<file path="config.mk">
export PLATFORM = sky130hd
export DESIGN_NAME = register_file
export DESIGN_NICKNAME = d
export VERILOG_FILES = /design/src/rtl/register_file.sv
export SDC_FILE = /design/constraint.sdc
export NUM_CORES = 2
export LEC_CHECK = 0
export CORE_AREA = 8 8 458 460
export CTS_CLUSTER_DIAMETER = 50
export DETAILED_ROUTE_END_ITERATION = 8
export DIE_AREA = 0 0 466 468
export GPL_TIMING_DRIVEN = 1
export SLEW_MARGIN = 20
export SYNTH_ARGS = -nofsm -noshare
export SYNTH_HDL_FRONTEND = slang
export SYNTH_SLANG_ARGS = --single-unit
</file>
<file path="constraint.sdc">
create_clock -name clk -period 42.5 [get_ports clk]
set_input_delay 8.5 -clock clk [delete_from_list [all_inputs] [get_ports clk]]
set_output_delay 8.5 -clock clk [all_outputs]
set_load 0.02 [all_outputs]
</file>
<file path="src/rtl/register_file.sv">
// Architectural state of the single-cycle RV32 core: 32xGPR file plus the machine-mode CSR bank.
// Optional macro RF_BYPASS_EN adds same-cycle write-to-read forwarding on GPR, a0 and CSR paths.
module register_file #(
    parameter int DATA_WIDTH     = 32,
    parameter int ADDR_WIDTH     = 5,
    parameter int CSR_ADDR_WIDTH = 12
) (
    input  logic                      clk,
    input  logic                      rst,
    input  logic                      wen,
    input  logic [ADDR_WIDTH-1:0]     waddr,
    input  logic [DATA_WIDTH-1:0]     wdata,
    input  logic [ADDR_WIDTH-1:0]     raddr1,
    input  logic [ADDR_WIDTH-1:0]     raddr2,
    output logic [DATA_WIDTH-1:0]     rdata1,
    output logic [DATA_WIDTH-1:0]     rdata2,
    output logic                      a0_zero,
    input  logic                      csr_wen,
    input  logic [CSR_ADDR_WIDTH-1:0] csr_addr,
    input  logic [DATA_WIDTH-1:0]     csr_wdata,
    output logic [DATA_WIDTH-1:0]     csr_rdata
);
    localparam int NUM_REGS = 2 ** ADDR_WIDTH;
    localparam logic [ADDR_WIDTH-1:0] A0_IDX = ADDR_WIDTH'(10);

    localparam logic [CSR_ADDR_WIDTH-1:0] CSR_MSTATUS = CSR_ADDR_WIDTH'('h300);
    localparam logic [CSR_ADDR_WIDTH-1:0] CSR_MTVEC   = CSR_ADDR_WIDTH'('h305);
    localparam logic [CSR_ADDR_WIDTH-1:0] CSR_MEPC    = CSR_ADDR_WIDTH'('h341);
    localparam logic [CSR_ADDR_WIDTH-1:0] CSR_MCAUSE  = CSR_ADDR_WIDTH'('h342);
    localparam logic [DATA_WIDTH-1:0]     MSTATUS_RST = DATA_WIDTH'('h1800);

    logic [NUM_REGS-1:0][DATA_WIDTH-1:0] gpr;
    logic [DATA_WIDTH-1:0] mstatus, mtvec, mepc, mcause;
    logic [DATA_WIDTH-1:0] a0_val;
    logic                  csr_mapped;
    logic                  gpr_wr;

    // x0 is never written, so its slot stays at the reset value of zero
    assign gpr_wr = wen && (waddr != '0);

    always_ff @(posedge clk or posedge rst) begin
        if (rst)
            gpr <= '0;
        else if (gpr_wr)
            gpr[waddr] <= wdata;
    end

    always_comb begin
        rdata1 = (raddr1 == '0) ? '0 : gpr[raddr1];
        rdata2 = (raddr2 == '0) ? '0 : gpr[raddr2];
        a0_val = gpr[A0_IDX];
`ifdef RF_BYPASS_EN
        // Forwarding is suppressed under reset so reads stay at the cleared state
        if (!rst && gpr_wr && (raddr1 == waddr)) rdata1 = wdata;
        if (!rst && gpr_wr && (raddr2 == waddr)) rdata2 = wdata;
        if (!rst && gpr_wr && (waddr == A0_IDX)) a0_val = wdata;
`endif
        a0_zero = (a0_val == '0);
    end

    always_comb begin
        csr_mapped = 1'b1;
        csr_rdata  = '0;
        case (csr_addr)
            CSR_MSTATUS: csr_rdata = mstatus;
            CSR_MTVEC:   csr_rdata = mtvec;
            CSR_MEPC:    csr_rdata = mepc;
            CSR_MCAUSE:  csr_rdata = mcause;
            default:     csr_mapped = 1'b0;
        endcase
`ifdef RF_BYPASS_EN
        if (!rst && csr_wen && csr_mapped) csr_rdata = csr_wdata;
`endif
    end

    // Full-width writes, no WARL masking; unmapped addresses fall through silently
    always_ff @(posedge clk or posedge rst) begin
        if (rst) begin
            mstatus <= MSTATUS_RST;
            mtvec   <= '0;
            mepc    <= '0;
            mcause  <= '0;
        end else if (csr_wen) begin
            case (csr_addr)
                CSR_MSTATUS: mstatus <= csr_wdata;
                CSR_MTVEC:   mtvec   <= csr_wdata;
                CSR_MEPC:    mepc    <= csr_wdata;
                CSR_MCAUSE:  mcause  <= csr_wdata;
                default:     ;
            endcase
        end
    end
endmodule

</file>
# After elaboration in Yosys (flattened, before gate mapping)
# Cells that the tools add are included.
dict set report totals {
  wordCells 64
  register_bits 1152
  out_inout_bits 97
  inputBits 95
}
dict set report op_classes {
  mux 10
  eq_ne 4
  n_reduce_logical 10
  order_cmp 4
}
# operator n
set ops {}
lappend ops {{$bwmux 1024} 1}
lappend ops {{$bmux 32 s5} 2}
lappend ops {{$demux 32 s5} 1}
lappend ops {{$mux 32} 5}
lappend ops {{$pmux 32 s4} 1}
lappend ops {{$eq 12x10->1 const B} 4}
lappend ops {{$logic_not 32->1} 1}
lappend ops {{$lt 5x6->1 const B} 3}
lappend ops {{$logic_not 5->1} 2}
lappend ops {{$reduce_and 2->1} 4}
lappend ops {{$ge 5x1->1 const B} 1}
lappend ops {{$reduce_bool 5->1} 1}
lappend ops {{$logic_and 1x1->1} 2}

# Longest topological paths before layout
dict set report logic_depth {
  word_depth 5
  depth_mapped 9
  depth_no_buf 4
}

# Least setup slack after synthesis
# OpenSTA, ideal clock, no wires.
dict set report synth_path {
  path_type {in2out}
  from {in raddr2[2]}
  to {out rdata2[0]}
  arrival_ns 10.297
  path_stages 8
  t_required_ns 34.000
  path_slack_ns 23.703
  n_path_buf 4
  path_cell_list {buf_4 > buf_4 > buf_2 > and2_1 > buf_1 > a22oi_1 > a21oi_1 > nor4_1}
}
dict set report synth_between {
  elab_chain_cells 3
  word_cells_on_any_way 4
  cone_classes {mux (3); reduce/logical (1)}
}
# element line_no
set synth_rtl {}
lappend synth_rtl {{start, declared} 14} ;# input logic [ADDR_WIDTH-1:0] raddr2,
lappend synth_rtl {{$bmux 32 s5} 50} ;# rdata2 = (raddr2 == '0) ? '0 : gpr[raddr2];
lappend synth_rtl {{$mux 32 (not written as such)} 50}
lappend synth_rtl {{$mux 32 (*)} 50}
lappend synth_rtl {{end, declared} 16} ;# output logic [DATA_WIDTH-1:0] rdata2,
# Every way passes the cells marked *; elsewhere a longest branch is shown, timed or not. The select of a mux whose other input is x is not followed.

# Final worst setup path
dict set report layout_path {
  from {in raddr1[0]}
  to {out rdata1[11]}
}
dict set report layout_between {
  elab_chain_cells 3
  word_cells_on_any_way 4
  cone_classes {mux (3); reduce/logical (1)}
}
# element line_no
set layout_rtl {}
lappend layout_rtl {{start, declared} 13} ;# input logic [ADDR_WIDTH-1:0] raddr1,
lappend layout_rtl {{$bmux 32 s5} 49} ;# rdata1 = (raddr1 == '0) ? '0 : gpr[raddr1];
lappend layout_rtl {{$mux 32 (not written as such)} 49}
lappend layout_rtl {{$mux 32 (*)} 49}
lappend layout_rtl {{end, declared} 15} ;# output logic [DATA_WIDTH-1:0] rdata1,
# Marks and branches as above.

==> results.py <==
metrics = {
    "synth": {
        "seq_area_frac_synth": 0.479,
        "yosysUniqueCellTypes": 51,
        "synth_cells": 4097,
        "synth_top_area_share": 0.478,
        "synth_edf_count": 0,
        "synth.largest_area_cell": "dfrtp_1",
        "synth-seq-cells": 1152,
        "synthesis.area_mm2": 0.0602,
        "ys.warnings.count": 0,
        "async_reset_ff_frac": 1.00,
        "ys.flop_type": "dfrtp_1",
        "syn_nets": 4192,
        "synthesis.area_per_instance_um2": 14.7,
        "yosys-top-cells-area": "dfrtp_1 (48%), mux2_2 (21%), mux4_2 (15%)",
    },
    "die": {
        "io_pins": 192,
        "die_y_um": 468,
        "dieWidth_um": 466,
        "initial_core_util": 0.297,
        "die_area_mm2": 0.218,
        "rows": 166,
        "core_mm2": 0.203,
    },
    "timing": {
        "setup_viol": 0,
        "fin_crit_ns": 21.72,
        "rsz0062_at_grt": "false",
        "finalHoldViolCount": 0,
        "post-route-period-util": 0.511,
        "fmax_ghz": 0.0460,
        "tns_ns": 0,
        "skew_ns": 0,
        "slew_headroom": 0.249,
        "report.final.slew_viol_count": 0,
        "worstMarginPinSlew_ns": 1.12,
    },
    "worst_hold_path": {
        "holdCritPathClass": "reg2reg",
    },
    "clock_tree": {
        "cts_resized": 0,
        "ctsHoldBuffers": 0,
        "cts-root-buf": "clkbuf_16",
        "path_clk_slew_ns": 0.06,
        "cts_made_buffers": 142,
        "worstSkewPairLatency_ns": 0.78,
        "cts_max_path_buffers": 3,
        "cts.htree.levels": 4,
        "cts.sinks": 1152,
        "post-cts-setup-buffers": 0,
        "cts_tree": "built",
    },
    "finish": {
        "fin_nets": 4178,
        "fillers": 19400,
        "final_cell_mix": "dfrtp_1 (1,150), mux2_2 (1,147), mux4_2 (397)",
        "final_util": 0.343,
        "drive_above_1_share": 0.472,
        "final_common_cell": "dfrtp_1",
        "area_growth_pct": 15.4,
    },
    "route": {
        "num_vias": 39400,
        "avgViaCountPerCell": 5.72,
        "routed_wl_um": 208000,
        "post-route-drc-count": 0,
        "avgRoutedWirePerCell_um": 30.2,
        "antenna_left": 0,
        "drtIter0Drc": 3369,
        "drt_first_pass_iters": 5,
    },
    "setup_path": {
        "critical_path.top_delay_family": "buffers and inverters",
        "critical_path_arrival_ns": 13.22,
        "cp_num_buf_inv": 4,
        "crit_path_start_kind": "input port",
        "path_class": "in2out",
        "worst_ep_required_time_ns": 34.00,
        "cp-end-kind": "output pin",
        "critPathMaxStageDelay_ns": 0.94,
        "path_max_fanout": 105,
        "critPathSlowestCell": "buf_4",
        "path_cells": "buf_8 > buf_12 > buf_4 > mux4_2 > a22o_1 > a2111oi_0 > nor3_1 > clkdlybuf4s50_1",
    },
    "global_route": {
        "track_usage": 0.187,
        "grt.overflow.total": 0,
        "grt_pass1_vias": 40300,
        "grt_max_degree": 164,
        "antenna_found_initial": 28,
        "grt_pass1_wl_um": 302000,
    },
    "run": {
        "maxCapViolCount": 0,
    },
    "placed_design": {
        "io_buffers": 191,
        "dp.final_hpwl_um": 126000,
        "routabilityCongestion": 0.834,
    },
    "pwr": {
        "power.density_mw_per_mm2": 47.9,
        "peakVddDrop_uv": 31.1,
        "leakage_nw": 29.6,
    },
    "run_status": {
        "outcome": "finished clean",
    },
}
## metal layers
| layer | vias to the layer above | wire [um] | track usage |
|---|---|---|---|
| li1 | 15800 | - | - |
| met1 | 21300 | 86500 | 0.248 |
| met2 | 1721 | 94900 | 0.291 |
| met3 | 530 | 15900 | 0.0431 |
| met4 | 18 | 11000 | 0.0859 |
| met5 | - | 113 | 0 |
## cell type report
class	instances	area (um^2)	share of cell area
tap	2688	3360	0.0484
timing repair buffer	303	2740	0.0394
multi-input combinational	2482	29500	0.425
antenna	9	22.5	0.000324
clock buffer	189	4000	0.0576
inverter	2	15.0	0.000216
clock inverter	69	1010	0.0145
sequential	1152	28800	0.415
## logic make-up (layout without fill, tap and decap cells)
family / count (synthesis) / count (layout) / share of synthesized area
compound gates: 432 / 432 / 0.0546
buf+inv: 463 / 563 / 0.0359
flops: 1152 / 1152 / 0.479
mux: 1828 / 1828 / 0.410
other cells: 0 / 9 / 0
simple gates: 222 / 222 / 0.0208
## report_power, final
group          switching [mW]  internal (mW)  leakage, nW
sequential              0.145           1.28         14.9
combinational           0.264          0.351         12.3
clock                   0.513          0.775         2.43
total                   0.922           2.41         29.6
## synth_stat cells (25+ instances only)
cell       count
dfrtp_1     1150
mux2_2      1147
mux4_2       397
mux2i_1      283
clkbuf_1     250
a22oi_1      119
buf_2         80
a22o_1        72
buf_1         60
buf_4         52
a211oi_1      51
nor2b_1       47
o22ai_1       40
nor3_1        39
a21oi_1       38
o2bb2ai_1     32
nand2_1       30
nor4_1        25
## state kept, by name, summed over array words and instances, names as in the netlist
signal   flops
mepc        32
mtvec       32
mstatus     32
a0_val      32
gpr        992
mcause      32
## path summary, 6_finish.rpt
kind / from / end / slack [ns] / cells after the start
min in group asynchronous: rst / mcause[19] / 8.28 / 2
setup / recovery: raddr1[0] / rdata1[11] / 20.78 / 8
hold reg to reg: gpr[6] / gpr[6] / 0.40 / 0
max in group asynchronous: rst / gpr[155] / 30.09 / 6
setup reg to reg: a0_val[30] / a0_val[30] / 41.50 / 1
hold / removal: gpr[6] / gpr[6] / 0.40 / 0
## per-stage QoR
stage | area [um^2] | setup slack, ns | cells | total power, mW | hold WS, ns
floorplan | 60200 | 1.56 | 4097 | 1.86 | 0.441
global placement | 64500 | 20.73 | 6626 | 2.04 | 0.383
detailed placement | 64500 | 20.69 | 6626 | 2.06 | 0.387
CTS | 69500 | 20.69 | 6884 | 3.35 | 0.400
global route | 69500 | 20.54 | 6890 | 3.47 | 0.408
finish | 69500 | 20.78 | 6894 | 3.33 | 0.396
Note: power is estimated with default switching activity, not from simulation.
